$ cat config.mk
export PLATFORM = sky130hd
export DESIGN_NAME = nibble_serial_adder
export DESIGN_NICKNAME = d
export VERILOG_FILES = /design/src/rtl/nibble_serial_adder.sv
export SDC_FILE = /design/constraint.sdc
export NUM_CORES = 1
export LEC_CHECK = 0
export CAP_MARGIN = 10
export CORE_MARGIN = 3
export CORE_UTILIZATION = 45
export CTS_CLUSTER_SIZE = 25
export DETAILED_ROUTE_END_ITERATION = 8
export PLACE_DENSITY = 0.72
export SYNTH_ARGS = -nofsm -noshare
export SYNTH_HDL_FRONTEND = slang
export SYNTH_SLANG_ARGS = --single-unit
$ cat constraint.sdc
create_clock -name clk -period 4.3 [get_ports clk]
set_clock_uncertainty 0.05 [all_clocks]
set_input_delay 1.29 -clock clk [delete_from_list [all_inputs] [get_ports clk]]
set_output_delay 1.29 -clock clk [all_outputs]
set_load 0.005 [all_outputs]
$ cat src/rtl/nibble_serial_adder.sv
// Multi-cycle WIDTH-bit adder: one 4-bit slice per clock through full_adder_4bits, LSB first.
// Optional signed-overflow output `ovf` is enabled by defining NIBBLE_ADDER_OVF_EN.

module full_adder_4bits (
  input  logic [3:0] a,
  input  logic [3:0] b,
  input  logic       cin,
  output logic [3:0] s,
  output logic       cout
);
  logic [4:0] sum;

  assign sum  = {1'b0, a} + {1'b0, b} + {4'b0000, cin};
  assign s    = sum[3:0];
  assign cout = sum[4];
endmodule

module nibble_serial_adder #(
  parameter int WIDTH = 16
) (
  input  logic             clk,
  input  logic             rst,
  input  logic             in_valid,
  output logic             in_ready,
  input  logic [WIDTH-1:0] a,
  input  logic [WIDTH-1:0] b,
  input  logic             cin,
  output logic             out_valid,
  input  logic             out_ready,
  output logic [WIDTH-1:0] s,
  output logic             cout,
  output logic             busy
`ifdef NIBBLE_ADDER_OVF_EN
  ,
  output logic             ovf
`endif
);
  localparam int NIBBLES = WIDTH / 4;
  localparam int IDXW    = (NIBBLES > 1) ? $clog2(NIBBLES) : 1;
  localparam logic [IDXW-1:0] LAST_IDX = IDXW'(NIBBLES - 1);

  typedef enum logic [1:0] {IDLE, ADD, DONE} state_t;

  state_t           state, state_nxt;
  logic [WIDTH-1:0] a_sh, b_sh;
  logic [IDXW-1:0]  idx;
  logic             carry;
  logic [3:0]       nib;
  logic             nib_c;
  logic             accept, take, last;

  assign in_ready = (state == IDLE);
  assign busy     = (state != IDLE);
  assign accept   = in_valid && in_ready;
  assign take     = out_valid && out_ready;
  assign last     = (state == ADD) && (idx == LAST_IDX);

  full_adder_4bits u_fa (
    .a    (a_sh[3:0]),
    .b    (b_sh[3:0]),
    .cin  (carry),
    .s    (nib),
    .cout (nib_c)
  );

  // NOTE: sequential state uses non-blocking assignments so every flop samples pre-edge values.
  always_ff @(posedge clk or posedge rst) begin
    if (rst) state <= IDLE;
    else     state <= state_nxt;
  end

  // NOTE: next-state gets a default first so no path leaves it unassigned (no latch).
  always_comb begin
    state_nxt = state;
    unique case (state)
      IDLE:    if (accept) state_nxt = ADD;
      ADD:     if (last)   state_nxt = DONE;
      DONE:    if (take)   state_nxt = IDLE;
      default: state_nxt = IDLE;
    endcase
  end

  // NOTE: operand shift registers carry no reset; they are always loaded on accept before use.
  always_ff @(posedge clk) begin
    if (accept) begin
      a_sh <= a;
      b_sh <= b;
    end else if (state == ADD) begin
      a_sh <= a_sh >> 4;
      b_sh <= b_sh >> 4;
    end
  end

`ifdef NIBBLE_ADDER_OVF_EN
  logic msb_cin;

  // Carry into the top bit of the MSB nibble, recovered from its sum bit.
  assign msb_cin = a_sh[3] ^ b_sh[3] ^ nib[3];
`endif

  always_ff @(posedge clk or posedge rst) begin
    if (rst) begin
      s         <= '0;
      cout      <= 1'b0;
      out_valid <= 1'b0;
      idx       <= '0;
      carry     <= 1'b0;
`ifdef NIBBLE_ADDER_OVF_EN
      ovf       <= 1'b0;
`endif
    end else if (accept) begin
      s     <= '0;
      carry <= cin;
      idx   <= '0;
    end else if (state == ADD) begin
      s[4*idx +: 4] <= nib;
      carry         <= nib_c;
      idx           <= idx + 1'b1;
      if (last) begin
        cout      <= nib_c;
        out_valid <= 1'b1;
`ifdef NIBBLE_ADDER_OVF_EN
        ovf       <= nib_c ^ msb_cin;
`endif
      end
    end else if (take) begin
      out_valid <= 1'b0;
`ifdef NIBBLE_ADDER_OVF_EN
      ovf       <= 1'b0;
`endif
    end
  end
endmodule

==> metrics.cfg, run 1 <==
[sta]
worst_pin_slew_ns = 0.8512
hold_viol = 0
setup_viol = 0
clock.fmax_mhz = 302.3
min_period_ns = 3.308
max_slew_margin = 0.4319
rsz0062_at_grt = no
finalWorstSetupSlack_ns = 0.9925
final.setup.tns_ns = 0
min_period_over_period = 0.7692
slew_viol_final = 0

[setup_path]
worstReg2RegEnd = b_sh[2]
critPathMaxFanout = 11
cp-start-kind = flip-flop
arrival_ns = 1.97
r2r_cells = 4
cp.required_ns = 2.96
rrSetupSlack_ns = 1.86
r2r_start = state[1]
worstSetupPathType = reg2out
crit_path_end_kind = primary output

[global_routing]
grt_pass1_wl_mm = 7.741
grt_util_all_layers = 0.1550
first_global_vias = 1599
grt_max_degree = 32
grt_overflow = 0
antenna_found_initial = 0

[place]
dp_hpwl_mm = 3.416
port-buffer-count = 56
post-place-ws_ns = 0.9481
dp_cells = 292
placed_area_um2 = 3146
gp_congestion = 0.8112

[die]
die_w_um = 81.09
io_pins = 57
start_util = 0.4815
die-area_um2 = 6576
die_h_um = 81.09
row_count = 26
fp.coreArea_um2 = 5270

[synthesis]
ys_types = 29
syn_inst = 171
netlist_top_cells_area = edfxtp_1 (38%), dfrtp_1 (23%), mux2_1 (8.0%), a22o_1 (5.5%), ha_1 (3.5%)
synth_edf_count = 32
synth-seq-area-share = 0.6055
netlist.area_leader.share = 0.3787
postSynthAreaPerCell_um2 = 14.84
synth_nets = 217
synth_commonest_cells = edfxtp_1 (32), dfrtp_1 (23), mux2_1 (18)
ys_ff_latch = 55
synth_most_common_cell = edfxtp_1
yosysTopAreaCell = edfxtp_1
synth_warnings = 0
async_reset_ff_frac = 0.4182
netlist_area_um2 = 2537
ys.flop_type = edfxtp_1

[min_path]
hold_depth = 1
hold_end = s[8]
min_from = s[8]
hp-class = reg2reg

[final_layout]
antenna_cells = 0
finalInstanceArea_um2 = 3282
nets = 275
drive_gt1_frac = 0.1087
syn2layout_area_growth_pct = 29.34
stdcell_count = 300

[detailed_routing]
drc = 0
drt_iter0_drc = 100
num_vias = 1512
firstDrtPassIters = 4
via_per_inst = 5.040
wl_per_cell_um = 14.93
ant_nets = 0
postRouteWirelength_mm = 4.478

[clock_network]
cts_sinks = 55
cts_resized = 0
cts_hold_buffers = 0
postCtsSetupBuffers = 0
cts_tree = yes
clk_latency_ns = 0.30
cts_root_buf = clkbuf_8
numCtsBuffers = 5
clk_pin_slew_ns = 0.09
cts_max_level = 2
clk_path_buf_depth = 2

[flow_run]
cap_violations = 0

[power]
clockPowerShare = 0.169
p_sw_frac = 0.3370
peakVddDrop_uv = 345.5
p_int_mw = 1.547
p_sw_uw = 786.2
power_density_nw_per_um2 = 710.8
seqPwrFrac = 0.418
power_frac_comb = 0.413
power.total_mw = 2.333
p_leak_nw = 1.385

[status]
outcome = complete, no violations

-- cell families after synthesis --
family | after synthesis | share of synthesized area
buffers and inverters | 17 | 0.03747
and+or+nand+nor | 32 | 0.09418
muxes | 26 | 0.1149
xor gates and xnor gates | 2 | 0.006905
adders and majority gates | 9 | 0.05029
AOI/OAI and AO/OA | 30 | 0.09073
DFF | 55 | 0.6055
-- worst max path at each step --
| stage | from | endpoint | slack (ns) |
|---|---|---|---|
| finish | state[1] | in_ready | 0.99 |
| global route | state[1] | in_ready | 0.82 |
| CTS | state[1] | in_ready | 0.97 |
| detailed placement | in_valid | a_sh[11] | 0.95 |
| global placement | in_valid | b_sh[3] | 1.01 |
| floorplan | in_valid | a_sh[0] | 0.88 |
-- through the flow --
stage	utilization	hold WS, ns
2_1_floorplan	-	0.4397
3_3_place_gp	0.5969	0.4370
3_5_place_dp	0.5969	0.4341
4_1_cts	0.6227	0.4605
5_1_grt	0.6227	0.4845
6_report	0.6227	0.4547
-- power groups by stage --
stage                     sequential [mW]  clock (mW)  combinational [mW]
after global routing                 1.01       0.429                1.08
final                               0.975       0.394               0.963
after CTS                           0.981       0.409               0.976
after global placement              0.985           0               0.953
after detailed placement            0.992           0               0.972
after floorplan                     0.952           0               0.694
-- cells in the final DEF (no fill, tap or decap) --
cell type,netlist,layout
inv_1,9,9
clkbuf_8,0,5
nor2b_1,1,1
edfxtp_1,32,32
nor2b_4,1,1
o21ai_0,4,4
xnor2_1,2,2
nand2_4,1,1
nor2_2,0,1
and2_1,1,1
mux2_1,18,18
mux2_2,7,7
bufinv_16,0,2
nor2_1,4,3
a22o_1,16,16
clkdlybuf4s50_1,0,56
a221o_1,1,1
fa_1,2,2
nand2_1,8,8
clkinvlp_4,0,1
ha_1,7,7
nand2b_1,4,4
a21oi_1,3,3
inv_2,1,1
mux2i_1,1,1
nor4b_2,1,1
buf_4,0,2
nor4_4,2,2
dfrtp_1,23,23
and3_1,8,8
a21o_1,6,6
nor4b_4,1,1
-- flip-flops by register name, summed over array words and instances, names as in the netlist --
register / cells
idx: 2
a_sh: 16
state: 2
s: 16
out_valid: 1
b_sh: 16
cout: 1
carry: 1
-- per-layer routing --
layer / wire length, um / track usage / vias to the layer above
met5: 0 / 0 / -
li1: - / - / 747
met1: 2123 / 0.2192 / 707
met2: 2022 / 0.2299 / 49
met4: 73 / 0.05405 / 0
met3: 258 / 0.04213 / 9
-- cell type report --
| class | count | area, um2 |
|---|---|---|
| clock buffers | 5 | 68.82 |
| clock inverters | 3 | 67.56 |
| fillers | 435 | 1988 |
| inverters | 10 | 37.54 |
| multi-input cells | 99 | 908.4 |
| flip-flops and latches | 55 | 1536 |
| well taps | 70 | 87.58 |
| repair buffers | 58 | 575.6 |
-- critical path, cell delays in order (launching register included) --
cell and delay (ns):
dfrtp_1 0.54, nor2_1 0.51, clkdlybuf4s50_1 0.61
Power figures use the tool's default switching activity.
==> run 2: changes to the inputs <==
- PLACE_DENSITY: 0.72 -> 0.74
- clock period: 4.3 -> 2.7 ns (I/O delays scaled with it)
==> run 2 against run 1 <==
Effect of this change:
- routed wire length increased by 0.40%
- power rose by 54%
- first-iteration DRC count shrank 36%
- global-route usage shrank 0.20 points
- sequential share of layout area down 0.21 points
- utilization rose by 0.28 points
==> metrics.cfg, run 2 (same netlist as run 1, synthesis figures left out) <==
[power]
p_sw_mw = 1.258
clockPowerShare = 0.123
power_frac_comb = 0.455
p_int_mw = 2.341
seqPwrFrac = 0.423
peakVddDrop_uv = 467.6
power_density_nw_per_um2 = 1092
p_leak_nw = 1.396
p_sw_frac = 0.3494

[setup_path]
cp-start-kind = flip-flop
r2r_start = a_sh[0]
worstSetupPathType = reg2out
crit_path_end_kind = primary output
cp_num_buf_inv = 1
cp.required_ns = 1.84
slowest_delay_ns = 0.60
critPathMaxFanout = 6
arrival_ns = 1.62
crit_slowest_cell = clkdlybuf4s50_1
crit_family = buffers and inverters
crit_start = state[1]
worstPathCellList = nor2_1, clkdlybuf4s50_1

[place]
post-place-ws_ns = 0.3688
placed_area_um2 = 3208
port-buffer-count = 56
gp_congestion = 0.8446
dp_cells = 297
dp_hpwl_mm = 3.424

[die]
io_pins = 57
die-area_um2 = 6576
start_util = 0.4815
fp.coreArea_um2 = 5270
die_w_um = 81.09
row_count = 26
die_h_um = 81.09

[sta]
max_slew_margin = 0.7114
hold_viol = 0
min_period_over_period = 0.9186
min_period_ns = 2.480
whs_ns = 0.4602
rsz0062_at_grt = no
final.setup.tns_ns = 0
clock.fmax_mhz = 403.2
finalWorstSetupSlack_ns = 0.2199
setup_viol = 0
slew_viol_final = 0
worst_pin_slew_ns = 0.4318

[final_layout]
drive_gt1_frac = 0.1234
finalInstanceArea_um2 = 3297
fillerInstances = 401
nets = 280
largestRegisters = a_sh (16), b_sh (16), s (16)
stdcell_count = 305
final_common_cell = clkdlybuf4s50_1
syn2layout_area_growth_pct = 29.93
mostFrequentLayoutCells = clkdlybuf4s50_1 (56), edfxtp_1 (32), dfrtp_1 (23), mux2_1 (18), a22o_1 (16)
antenna_cells = 0

[clock_network]
clk_latency_ns = 0.30
cts_root_buf = clkbuf_8
cts_tree = yes
clk_pin_slew_ns = 0.09
cts_max_level = 2
cts_sinks = 55
cts_resized = 0
numCtsBuffers = 5
cts_hold_buffers = 0
clk_path_buf_depth = 2
postCtsSetupBuffers = 0

[global_routing]
first_global_vias = 1552
grt_overflow = 0
grt_max_degree = 35
grt_util_all_layers = 0.1530
antenna_found_initial = 0
grt_pass1_wl_mm = 7.500

[status]
outcome = complete, no violations

[detailed_routing]
drc = 0
num_vias = 1521
via_per_inst = 4.987
drt_iter0_drc = 64
wl_per_cell_um = 14.74
postRouteWirelength_mm = 4.496
firstDrtPassIters = 4
ant_nets = 0

[min_path]
min_from = s[9]
hp-class = reg2reg

[flow_run]
cap_violations = 0

run 2: cell count changes in the layout (fill, tap and decap cells not counted):
| cell | change |
|---|---|
| buf_4 | +3 |
| buf_12 | +2 |
| bufinv_16 | -2 |
| clkinv_1 | +1 |
| clkinv_4 | +1 |
run 2: power groups by stage:
stage	Clock, mW	Sequential, mW	Combinational (mW)
finish	0.441	1.52	1.64
global route	0.497	1.56	1.82
CTS	0.457	1.53	1.67
detailed placement	0	1.55	1.65
global placement	0	1.53	1.62
floorplan	0	1.51	1.11
run 2: layout make-up:
type | instances | area (um2) | area share
flip-flops and latches | 55 | 1536 | 0.4660
repair buffers | 63 | 638.1 | 0.1935
clock inverters | 3 | 20.02 | 0.006072
well taps | 70 | 87.58 | 0.02657
clock buffers | 5 | 68.82 | 0.02087
inverters | 10 | 37.54 | 0.01139
multi-input cells | 99 | 908.4 | 0.2755
run 2: per-stage QoR:
step	power [mW]	utilization
detailed placement	3.202	0.6087
global placement	3.156	0.6087
floorplan	2.620	-
CTS	3.651	0.6256
global route	3.883	0.6256
finish	3.599	0.6256
run 2: per-layer routing:
metal / GRT usage / share of wire / vias up
met5: 0 / 0 / -
met4: 0.05574 / 0.011 / 0
met3: 0.03991 / 0.054 / 4
met2: 0.2479 / 0.49 / 50
met1: 0.1981 / 0.45 / 712
li1: - / - / 755
run 2: path summary, 6_finish.rpt:
| kind | cells after the start | slack [ns] | to |
|---|---|---|---|
| min in group asynchronous | 3 | 0.78 | s[6] |
| hold reg to reg | 1 | 0.46 | s[9] |
| setup / recovery | 2 | 0.22 | in_ready |
| max in group asynchronous | 3 | 1.60 | carry |
| setup reg to reg | 7 | 0.68 | carry |
| hold / removal | 1 | 0.46 | s[9] |
==> run 3: changes to the inputs <==
- CTS_BUF_LIST: not set -> sky130_fd_sc_hd__clkbuf_8
- PLACE_DENSITY: 0.74 -> 0.72
- clock period: 2.7 -> 3.1 ns (I/O delays scaled with it)
==> run 3 against run 2 <==
Effect of this change:
- register-to-register slack better by 0.39 ns
- sequential power is 13% lower
- critical path depth stayed put
- final cell count is 0.98% lower
- largest power group unchanged
==> metrics.cfg, run 3 (same netlist as run 1, synthesis figures left out) <==
[final_layout]
syn2layout_area_growth_pct = 29.78
drive_gt1_frac = 0.1121
largestRegisters = a_sh (16), b_sh (16), s (16)
final_common_cell = clkdlybuf4s50_1
nets = 277
mostFrequentLayoutCells = clkdlybuf4s50_1 (56), edfxtp_1 (32), dfrtp_1 (23), mux2_1 (18), a22o_1 (16)
antenna_cells = 0

[setup_path]
worstSetupPathType = reg2out
cp.required_ns = 2.12
r2r_start = state[1]
worstReg2RegEnd = b_sh[3]
crit_path_end_kind = primary output
crit_start = state[1]
rrSetupSlack_ns = 1.07
crit_slowest_cell = clkdlybuf4s50_1
cp-start-kind = flip-flop
arrival_ns = 1.74
slowest_delay_ns = 0.61
critPathMaxFanout = 11
r2r_cells = 4
worstPathCellList = nor2_1, clkdlybuf4s50_1

[power]
peakVddDrop_uv = 651.8
p_int_mw = 2.160
p_sw_mw = 1.105
p_leak_nw = 1.400
power_density_nw_per_um2 = 991.4
p_sw_frac = 0.3385
clockPowerShare = 0.166
seqPwrFrac = 0.406
power.total_mw = 3.265
power_frac_comb = 0.428

[sta]
setup_viol = 0
slew_viol_final = 0
min_period_over_period = 0.8767
min_period_ns = 2.718
rsz0062_at_grt = no
hold_viol = 0
clock.fmax_mhz = 368.0
max_slew_margin = 0.4410
final.setup.tns_ns = 0
worst_pin_slew_ns = 0.8376

[detailed_routing]
drt_iter0_drc = 75
num_vias = 1564
ant_nets = 0
via_per_inst = 5.179
postRouteWirelength_mm = 4.677
wl_per_cell_um = 15.49
drc = 0
firstDrtPassIters = 4

[place]
port-buffer-count = 56
dp_hpwl_mm = 3.499
gp_congestion = 0.7963

[die]
die_h_um = 81.09
io_pins = 57
fp.coreArea_um2 = 5270
start_util = 0.4815
die_w_um = 81.09
die-area_um2 = 6576
row_count = 26

[clock_network]
cts_resized = 0
cts_tree = yes
cts_hold_buffers = 0
clk_latency_ns = 0.30
cts_sinks = 55
cts_root_buf = clkbuf_8
clk_pin_slew_ns = 0.09
cts_max_level = 2
postCtsSetupBuffers = 0
numCtsBuffers = 5
clk_path_buf_depth = 2

[min_path]
hp-class = reg2reg
min_from = s[2]
hold_depth = 1
hold_end = s[2]

[global_routing]
antenna_found_initial = 0
grt_pass1_wl_mm = 7.859
first_global_vias = 1613
grt_util_all_layers = 0.1582
grt_overflow = 0
grt_max_degree = 35

[status]
outcome = complete, no violations

[flow_run]
cap_violations = 0

==> run 3: changes by cell type in the layout (fill, tap and decap cells not counted) <==
cell        previous run  this run
clkinvlp_4             1         0
clkinv_1               1         0
buf_4                  5         4
bufinv_16              0         2
clkinv_4               1         0
buf_12                 2         0
inv_1                  9        10
==> run 3: cell type report <==
class | count | area (um2)
inverters | 10 | 37.54
flip-flops and latches | 55 | 1536
well taps | 70 | 87.58
fillers | 432 | 1977
repair buffers | 60 | 590.6
clock inverters | 3 | 63.81
clock buffers | 5 | 68.82
multi-input cells | 99 | 908.4
==> run 3: worst max-delay path by stage <==
| stage | slack [ns] | cells after the start | end |
|---|---|---|---|
| floorplan | 0.04 | 3 | a_sh[0] |
| global placement | 0.36 | 4 | b_sh[3] |
| detailed placement | 0.31 | 4 | b_sh[7] |
| CTS | 0.34 | 2 | in_ready |
| global route | 0.23 | 2 | in_ready |
| finish | 0.38 | 2 | in_ready |
==> run 3: per-layer routing <==
metal | vias to the layer above | routed length, um | global-route usage
met5 | - | 0 | 0
met4 | 0 | 18 | 0.03885
met3 | 2 | 253 | 0.04213
met2 | 47 | 2225 | 0.2455
met1 | 763 | 2179 | 0.2218
li1 | 752 | - | -
==> run 3: power by group through the flow <==
stage / clock network (mW) / registers [mW] / logic [mW]
2_1_floorplan: 0 / 1.32 / 0.963
3_3_place_gp: 0 / 1.33 / 1.38
6_report: 0.542 / 1.33 / 1.40
3_5_place_dp: 0 / 1.34 / 1.41
4_1_cts: 0.555 / 1.33 / 1.42
5_1_grt: 0.588 / 1.36 / 1.55
==> run 3: critical path, delay by kind of cell, from the launching register on <==
kind | cells | cell delay, ns
buffers and inverters | 1 | 0.61
DFF | 1 | 0.38
and+or+nand+nor | 1 | 0.45
==> run 3: through the flow <==
step                setup slack (ns)  instances  cell area, um2  hold WS [ns]    util
finish                        0.3823        302            3293        0.4593  0.6249
global route                  0.2250        302            3293        0.4828  0.6249
CTS                           0.3424        302            3293        0.4649  0.6249
detailed placement            0.3137        294            3161        0.4363  0.5997
global placement              0.3605        294            3161        0.4347  0.5997
floorplan                    0.04048        171            2537        0.4397       -
